==> src/rtl/uart_pkg.sv <==
// Shared UART definitions: frame constants, receiver FSM state encoding and a parity helper.
// Used by both the receiver and the transmitter.
package uart_pkg;

  localparam int UART_DATA_BITS    = 8;
  localparam int UART_CLKS_PER_BIT = 868;

  // Plain vector encoding keeps the states visible on a debug port and in old netlists.
  typedef logic [2:0] uart_rx_state_t;

  localparam uart_rx_state_t ST_IDLE   = 3'd0;
  localparam uart_rx_state_t ST_START  = 3'd1;
  localparam uart_rx_state_t ST_DATA   = 3'd2;
  localparam uart_rx_state_t ST_PARITY = 3'd3;
  localparam uart_rx_state_t ST_STOP   = 3'd4;
  localparam uart_rx_state_t ST_BREAK  = 3'd5;

  // Even parity: the data bits together with the parity bit must XOR to 0.
  function automatic logic even_parity_mismatch(input logic [UART_DATA_BITS-1:0] data,
                                                input logic par);
    return ^{data, par};
  endfunction

endpackage

==> src/rtl/uart_receiver_if.sv <==
// Byte output bundle of the UART receiver.
// Handshake: rvalid is a one-cycle pulse with no back-pressure; the consumer captures rdata in that cycle.
interface uart_receiver_if;
  import uart_pkg::*;

  logic [UART_DATA_BITS-1:0] rdata;
  logic                      rvalid;
  logic                      frame_err;
  logic                      parity_err;

  modport master (output rdata, output rvalid, output frame_err, output parity_err);
  modport slave  (input  rdata, input  rvalid, input  frame_err, input  parity_err);

endinterface

==> src/rtl/uart_sync2.sv <==
// Two-flop synchroniser for a single asynchronous input with a configurable reset level.
module uart_sync2 #(
  parameter logic RST_VAL = 1'b1
) (
  input  logic clk,
  input  logic rst,
  input  logic d,
  output logic q
);

  logic s1;

  always_ff @(posedge clk) begin
    if (!rst) begin
      s1 <= RST_VAL;
      q  <= RST_VAL;
    end else begin
      s1 <= d;
      q  <= s1;
    end
  end

endmodule

==> src/rtl/uart_receiver.sv <==
// UART receiver, 8N1 by default; define UART_RX_PARITY_EN for an 8E1 frame with parity checking.
// Samples each bit at its centre and reports a byte, framing error or parity error as one-cycle pulses.
module uart_receiver
  import uart_pkg::*;
#(
  parameter int CLKS_PER_BIT = UART_CLKS_PER_BIT
) (
  input  logic           clk,
  input  logic           rst,
  input  logic           rx,
  uart_receiver_if.master bus,
  output uart_rx_state_t dbg_state
);

  localparam int BCNT_W = $clog2(CLKS_PER_BIT);
  localparam int HALF   = CLKS_PER_BIT / 2;

  localparam logic [BCNT_W-1:0] BIT_LAST  = BCNT_W'(CLKS_PER_BIT - 1);
  localparam logic [BCNT_W-1:0] HALF_LAST = BCNT_W'(HALF - 1);
  localparam logic [BCNT_W-1:0] BCNT_ONE  = BCNT_W'(1);

`ifdef UART_RX_PARITY_EN
  localparam uart_rx_state_t AFTER_DATA = ST_PARITY;
`else
  localparam uart_rx_state_t AFTER_DATA = ST_STOP;
`endif

  logic                      rx_s;
  uart_rx_state_t            state;
  logic [BCNT_W-1:0]         bcnt;
  logic [2:0]                dcnt;
  logic [UART_DATA_BITS-1:0] shreg;
  logic [UART_DATA_BITS-1:0] rdata_q;
  logic                      rvalid_q;
  logic                      ferr_q;

  uart_sync2 #(.RST_VAL(1'b1)) u_sync (
    .clk (clk),
    .rst (rst),
    .d   (rx),
    .q   (rx_s)
  );

  always_ff @(posedge clk) begin
    if (!rst) begin
      state    <= ST_IDLE;
      bcnt     <= '0;
      dcnt     <= '0;
      shreg    <= '0;
      rdata_q  <= '0;
      rvalid_q <= 1'b0;
      ferr_q   <= 1'b0;
    end else begin
      rvalid_q <= 1'b0;
      ferr_q   <= 1'b0;
      case (state)
        ST_IDLE: begin
          bcnt <= '0;
          if (!rx_s) state <= ST_START;
        end

        // A start bit must still be low half a bit in, otherwise it was a glitch.
        ST_START: begin
          if (bcnt == HALF_LAST) begin
            bcnt  <= '0;
            dcnt  <= '0;
            state <= rx_s ? ST_IDLE : ST_DATA;
          end else begin
            bcnt <= bcnt + BCNT_ONE;
          end
        end

        ST_DATA: begin
          if (bcnt == BIT_LAST) begin
            bcnt  <= '0;
            shreg <= {rx_s, shreg[UART_DATA_BITS-1:1]};
            dcnt  <= dcnt + 3'd1;
            if (dcnt == 3'd7) state <= AFTER_DATA;
          end else begin
            bcnt <= bcnt + BCNT_ONE;
          end
        end

`ifdef UART_RX_PARITY_EN
        ST_PARITY: begin
          if (bcnt == BIT_LAST) begin
            bcnt  <= '0;
            state <= ST_STOP;
          end else begin
            bcnt <= bcnt + BCNT_ONE;
          end
        end
`endif

        ST_STOP: begin
          if (bcnt == BIT_LAST) begin
            bcnt <= '0;
            if (rx_s) begin
              rdata_q  <= shreg;
              rvalid_q <= 1'b1;
              state    <= ST_IDLE;
            end else begin
              ferr_q <= 1'b1;
              state  <= ST_BREAK;
            end
          end else begin
            bcnt <= bcnt + BCNT_ONE;
          end
        end

        // Wait out a held-low line so it cannot be mistaken for a stream of frames.
        ST_BREAK: begin
          bcnt <= '0;
          if (rx_s) state <= ST_IDLE;
        end

        default: begin
          state <= ST_IDLE;
          bcnt  <= '0;
        end
      endcase
    end
  end

`ifdef UART_RX_PARITY_EN
  logic par_bit;
  logic perr_q;

  always_ff @(posedge clk) begin
    if (!rst) begin
      par_bit <= 1'b0;
      perr_q  <= 1'b0;
    end else begin
      perr_q <= 1'b0;
      if (state == ST_PARITY && bcnt == BIT_LAST) par_bit <= rx_s;
      if (state == ST_STOP && bcnt == BIT_LAST && rx_s)
        perr_q <= even_parity_mismatch(shreg, par_bit);
    end
  end

  assign bus.parity_err = perr_q;
`else
  assign bus.parity_err = 1'b0;
`endif

  assign bus.rdata     = rdata_q;
  assign bus.rvalid    = rvalid_q;
  assign bus.frame_err = ferr_q;
  assign dbg_state     = state;

endmodule

==> src/flat_wrapper.sv <==
// flat-port wrapper written by rule: the top's interface ports become plain ports
module uart_receiver_flat import uart_pkg::*;
#(
  parameter int CLKS_PER_BIT = UART_CLKS_PER_BIT
)
  (clk, rst, rx, dbg_state, bus_rdata, bus_rvalid, bus_frame_err, bus_parity_err);
  uart_receiver_if bus_i ();
  input  logic clk;
  input  logic rst;
  input  logic rx;
  output uart_rx_state_t dbg_state;
  output wire logic [$bits(bus_i.rdata)-1:0] bus_rdata;
  output wire logic [$bits(bus_i.rvalid)-1:0] bus_rvalid;
  output wire logic [$bits(bus_i.frame_err)-1:0] bus_frame_err;
  output wire logic [$bits(bus_i.parity_err)-1:0] bus_parity_err;
  assign bus_rdata = bus_i.rdata;
  assign bus_rvalid = bus_i.rvalid;
  assign bus_frame_err = bus_i.frame_err;
  assign bus_parity_err = bus_i.parity_err;
  uart_receiver #(.CLKS_PER_BIT(CLKS_PER_BIT)) u_core (.clk(clk), .rst(rst), .rx(rx), .bus(bus_i), .dbg_state(dbg_state));
endmodule
==> config.mk <==
export PLATFORM = sky130hd
export DESIGN_NAME = uart_receiver_flat
export DESIGN_NICKNAME = d
export VERILOG_FILES = /design/src/rtl/uart_pkg.sv /design/src/rtl/uart_receiver_if.sv /design/src/rtl/uart_sync2.sv /design/src/rtl/uart_receiver.sv /design/src/flat_wrapper.sv
export SDC_FILE = /design/constraint.sdc
export NUM_CORES = 1
export LEC_CHECK = 0
export CORE_MARGIN = 8
export CORE_UTILIZATION = 39
export CTS_BUF_LIST = sky130_fd_sc_hd__clkbuf_16
export DETAILED_ROUTE_END_ITERATION = 16
export SETUP_SLACK_MARGIN = 0.1
export SLEW_MARGIN = 40
export SYNTH_ARGS = -nofsm -noshare
export SYNTH_HDL_FRONTEND = slang
export SYNTH_SLANG_ARGS = --single-unit
==> constraint.sdc <==
create_clock -name clk -period 5.2 [get_ports clk]
set_clock_uncertainty 0.15 [all_clocks]
set_input_delay 1.04 -clock clk [delete_from_list [all_inputs] [get_ports clk]]
set_output_delay 1.04 -clock clk [all_outputs]
set_load 0.005 [all_outputs]
Yosys cells after proc, flatten, opt, wreduce, memory -nomap -nowiden:

Cells that the tools add are included.

* $add $sub $neg: 2
* equal/unequal tests: 13
* muxes and demuxes: 17
* reduce and logical (&&, ||, !) cells: 8

Operator list (count)
* $mux W3: 9
* $mux W10: 2
* $pmux W10 S2: 1
* $pmux W3 S5: 1
* $add A10 B1 Y10 const B: 1
* $eq A10 B10 Y1 const B: 1
* $eq A10 B9 Y1 const B: 1
* $eq A3 B3 Y1 const B: 3
* $reduce_and A3 Y1: 3
* $ne A2 B1 Y1 const B: 4
* $pmux W3 S2: 1
* $reduce_and A6 Y1: 1
* $ne A2 B2 Y1 const B: 2
* $add A3 B1 Y3 const B: 1
* $eq A3 B1 Y1 const B: 1
* $eq A3 B2 Y1 const B: 1
* $logic_not A3 Y1: 1
* $mux W1: 2
* $mux W2: 1
* $reduce_and A2 Y1: 1
* $reduce_bool A2 Y1: 1
* $reduce_or A2 Y1: 1

* register bits: 36
* input bits: 3
* output and inout bits: 14
* word-level logic and storage cells: 49

Depth between registers and ports, before layout:

* word-level depth: 4
* depth in mapped cells: 7
* mapped depth without buffers: 7

By module:

A second synthesis with hierarchy kept.

* cell total of the unflattened synthesis: 160
* area total of the unflattened synthesis: 1645.3 sq um

Modules (own cells, without submodules)
* uart_receiver: instances 1, cells an instance 156, area an instance 1592.8 sq um, seq. area each 680.7 sq um
* uart_sync2: instances 1, cells an instance 4, area an instance 52.6 sq um, seq. area each 40.0 sq um

Least setup slack after synthesis:

OpenSTA, ideal clock, no wires.

* path kind: flip-flop to flip-flop
* start point: register u_core.bcnt[0]
* end point: register u_core.rdata_q[0] (netlist: u_core.bus.rdata[0])
* library setup time: 0.116 ns
* data arrival time: 1.952 ns
* data required time: 4.934 ns
* setup slack: 2.982 ns
* stages on the path, launching flop included: 8
* path buffers: 1
* period minus slack after synthesis: 2.218 ns
* cell sequence: dfxtp_1 ha_1 nand4b_1 or3_1 buf_2 nor4_4 mux2i_1 nor2b_1

* word-level cells in the longest chain between the ends: 2

Ends and longest elaborated chain
* from (decl): RTL line uart_receiver.sv:30 `logic [BCNT_W-1:0] bcnt;`
* from (signal assigned): RTL line uart_receiver.sv:69 `bcnt <= bcnt + BCNT_ONE;`
* from (signal assigned): RTL line uart_receiver.sv:80 `bcnt <= bcnt + BCNT_ONE;`
* from (signal assigned): RTL line uart_receiver.sv:107 `bcnt <= bcnt + BCNT_ONE;`
* $eq A10 B10 Y1: RTL line uart_receiver.sv:96 `if (bcnt == BIT_LAST) begin`
* $reduce_and A3 Y1 (no line)
* to (signal assigned): RTL line uart_receiver.sv:99 `rdata_q <= shreg;`
* to (decl): RTL line uart_receiver.sv:33 `logic [UART_DATA_BITS-1:0] rdata_q;`

No other way between the ends.
A chain may end at the register's enable or synchronous reset.

Worst setup path after layout:

* start point: register u_core.state[1] (netlist: u_core.dbg_state[1])
* end point: register u_core.dcnt[1]

* word-level cells in the longest chain between the ends: 3
* elaborated cells between the ends (all ways): 7
* those cells by class: eq/ne (4); mux (1); reduce/logical (2)

Ends and longest elaborated chain
* from (decl): RTL line uart_receiver.sv:29 `uart_rx_state_t state;`
* from (signal assigned): RTL line uart_receiver.sv:67 `state <= rx_s ? ST_IDLE : ST_DATA;`
* $eq A3 B2 Y1 / $eq A3 B1 Y1 (equally long branches): RTL line uart_receiver.sv:56 `case (state)`
* $ne A2 B1 Y1 (no line) / $reduce_bool A2 Y1 (equally long branches)
* $reduce_and A3 Y1 (no line)
* to (signal assigned): RTL line uart_receiver.sv:77 `dcnt <= dcnt + 3'd1;`
* to (decl): RTL line uart_receiver.sv:31 `logic [2:0] dcnt;`

Several ways; a longest one is shown, not always the timed one.

==> impl_metrics.env <==
export IMPL_outcome="finished clean"
export IMPL_die_area_um2=6300
export IMPL_synthDistinctLibCells=35
export IMPL_finalMaxSlewViolations=0
export IMPL_io_buffers=15
export IMPL_antenna_found_initial=0
export IMPL_seq_area_um2=721
export IMPL_drt_total_wl_mm=2.80
export IMPL_grt_overflow_total=0
export IMPL_die_h_um=79.4
export IMPL_placed_cells=217
export IMPL_finish_utilization_pct=48.0
export IMPL_fp_coreArea_um2=3940
export IMPL_cts_sink_count=36
export IMPL_drive_gt1_share_pct=8.52
export IMPL_finalHoldViolCount=0
export IMPL_worst_path_max_fanout=11
export IMPL_routedWlPerCell_um=12.4
export IMPL_place_congestion=0.728
export IMPL_ctsResizeCount=0
export IMPL_fill_cells=355
export IMPL_clockRootBuffer="clkbuf_16"
export IMPL_crit_arrival_ps=2780
export IMPL_clk_pin_slew_ps=60
export IMPL_hold_class="register to register"
export IMPL_routed_via_density=4.95
export IMPL_ant_nets=0
export IMPL_setup_viol=0
export IMPL_syn2layout_area_growth_pct=20.9
export IMPL_avgSynthCellArea_um2=9.79
export IMPL_htree_levels=2
export IMPL_synth_area_um2=1570
export IMPL_cts_tree="yes"
export IMPL_fin_crit_sh_pct=52.2
export IMPL_fin_nets=182
export IMPL_final_common_cell="dfxtp_1"
export IMPL_dp_hpwl_mm=1.94
export IMPL_drc=0
export IMPL_start_util_pct=39.7
export IMPL_synth_fp_nets=167
export IMPL_grt_max_degree=31
export IMPL_drt_initial_drc_count=49
export IMPL_grt_pass1_wl_mm=4.91
export IMPL_powerDensity_nw_per_um2=332
export IMPL_die_w_um=79.4
export IMPL_max_cap_violations=0
export IMPL_io_pins=17
export IMPL_seq_area_frac_synth_pct=46.0
export IMPL_crit_required_ps=5260
export IMPL_grt_pass1_vias=1091
export IMPL_setup_slack_ps=2480
export IMPL_fmax_mhz=368
export IMPL_worstSetupPathType="register to register"
export IMPL_fin_cells=226
export IMPL_drt_pass1_iterations=4
export IMPL_mostFrequentLayoutCells="dfxtp_1 (36), mux2i_1 (18), nor2b_1 (17)"
export IMPL_synth_warning_count=0
export IMPL_rsz0062_at_grt="no"
export IMPL_pre_cts_slack_ps=2090
export IMPL_worst_pin_slew_ps=788
export IMPL_post_route_min_period_ps=2720
export IMPL_grt_usage_pct=9.84
export IMPL_worst_setup_path_end_kind="register"
export IMPL_ys_seq_elements=36
export IMPL_cts_hold_buffers=0
export IMPL_numCtsBuffers=5
export IMPL_cts_buffer_depth=2
export IMPL_startpoint_type="register"
export IMPL_leakage_nw=0.596
export IMPL_slew_headroom_pct=47.0
export IMPL_rows=23
export IMPL_fin_tns_setup_ps=0
export IMPL_peakVddDrop_mv=0.169
export IMPL_post_cts_setup_buffer_count=0
export IMPL_multi_input_area_um2=811
export IMPL_n_antenna_cell=0
export IMPL_clk_latency_ps=280
export IMPL_via_count=1119
export IMPL_postSynthCellCount=160
## cells in the mapped netlist
cell type	n	area, um2
nand2b_1	4	25.0
a2111oi_0	1	8.76
nand2_1	9	33.8
a21oi_1	4	20.0
nand4_1	2	12.5
or3b_1	1	8.76
nor4b_1	1	8.76
xnor2_1	3	26.3
dfxtp_1	36	721
buf_4	3	22.5
nand3_1	3	15.0
ha_1	4	50.1
nor2b_1	17	106
or3b_2	4	35.0
nor2_1	15	56.3
a21boi_1	2	15.0
conb_1	1	3.75
a211o_1	1	8.76
and2_1	1	6.26
nor4_4	1	21.3
or3_1	2	12.5
xor2_1	4	35.0
nor3_1	2	10.0
nor4_1	2	12.5
buf_2	1	5.00
o211ai_1	2	15.0
o21ai_0	3	15.0
clkbuf_1	4	15.0
mux2i_1	18	180
inv_1	2	7.51
nand3b_1	3	22.5
nand4b_1	1	8.76
o2bb2ai_1	1	8.76
or2_1	1	6.26
nor3b_1	1	7.51
## path summary, 6_finish.rpt
path	start	end	slack (ps)	cells after the start
max	u_core.dbg_state[1]	u_core.dcnt[1]	2480	5
min	u_core.u_sync.s1	u_core.u_sync.q	260	1
max reg2reg	u_core.dbg_state[1]	u_core.dcnt[1]	2480	5
min reg2reg	u_core.u_sync.s1	u_core.u_sync.q	260	1
## flip-flops by register name, summed over array words and instances, names as in the netlist
| signal | count |
|---|---|
| u_core.bcnt | 10 |
| u_core.bus.frame_err | 1 |
| u_core.bus.rdata | 8 |
| u_core.bus.rvalid | 1 |
| u_core.dbg_state | 3 |
| u_core.dcnt | 3 |
| u_core.shreg | 8 |
| u_core.u_sync.q | 1 |
| u_core.u_sync.s1 | 1 |
## worst max-delay path: stages (launching register included)
cell	delay (ps)
dfxtp_1	550
or3b_1	470
nor4_4	620
a21oi_1	210
or3b_2	510
a21boi_1	140
## kinds of logic (layout without fill, tap and decap cells)
kind of cell | count (synthesis) | count (layout) | synth area share [%]
AND/OR/NAND/NOR | 70 | 70 | 26.1
flip-flops | 36 | 36 | 46.0
multiplexers | 18 | 18 | 11.5
AO/OA/AOI/OAI | 14 | 14 | 5.83
buffers and inverters | 10 | 26 | 3.19
XOR/XNOR | 7 | 7 | 3.91
adder cells (fa/ha/maj) | 4 | 4 | 3.20
other | 1 | 1 | 0.239
## layer usage
metal | GRT usage [%] | wire length [um]
met1 | 11.6 | 1350
met4 | 3.89 | 17
met3 | 4.62 | 153
met5 | 0 | 0
met2 | 15.1 | 1280
## power breakdown
group          internal, W  leakage (nW)  switching, W
Sequential        0.000281         0.290     0.0000140
Clock             0.000176        0.0716      0.000110
Combinational    0.0000268         0.234     0.0000212
## layout make-up
type / instances / share of cell area (%)
tap: 50 / 3.30
clock buffer: 5 / 6.61
multi-input combinational: 114 / 42.8
inverter: 2 / 0.396
timing repair buffer: 16 / 7.93
clock inverter: 3 / 0.925
sequential: 36 / 38.0
## per-stage QoR
| stage | total power, W | area (um2) | hold WS [ps] |
|---|---|---|---|
| after CTS | 0.000639 | 1890 | 269 |
| after global placement | 0.000349 | 1740 | 246 |
| after floorplan | 0.000336 | 1570 | 236 |
| final | 0.000629 | 1890 | 263 |
| after detailed placement | 0.000350 | 1750 | 253 |
| after global routing | 0.000658 | 1890 | 285 |
Power figures use the tool's default switching activity.
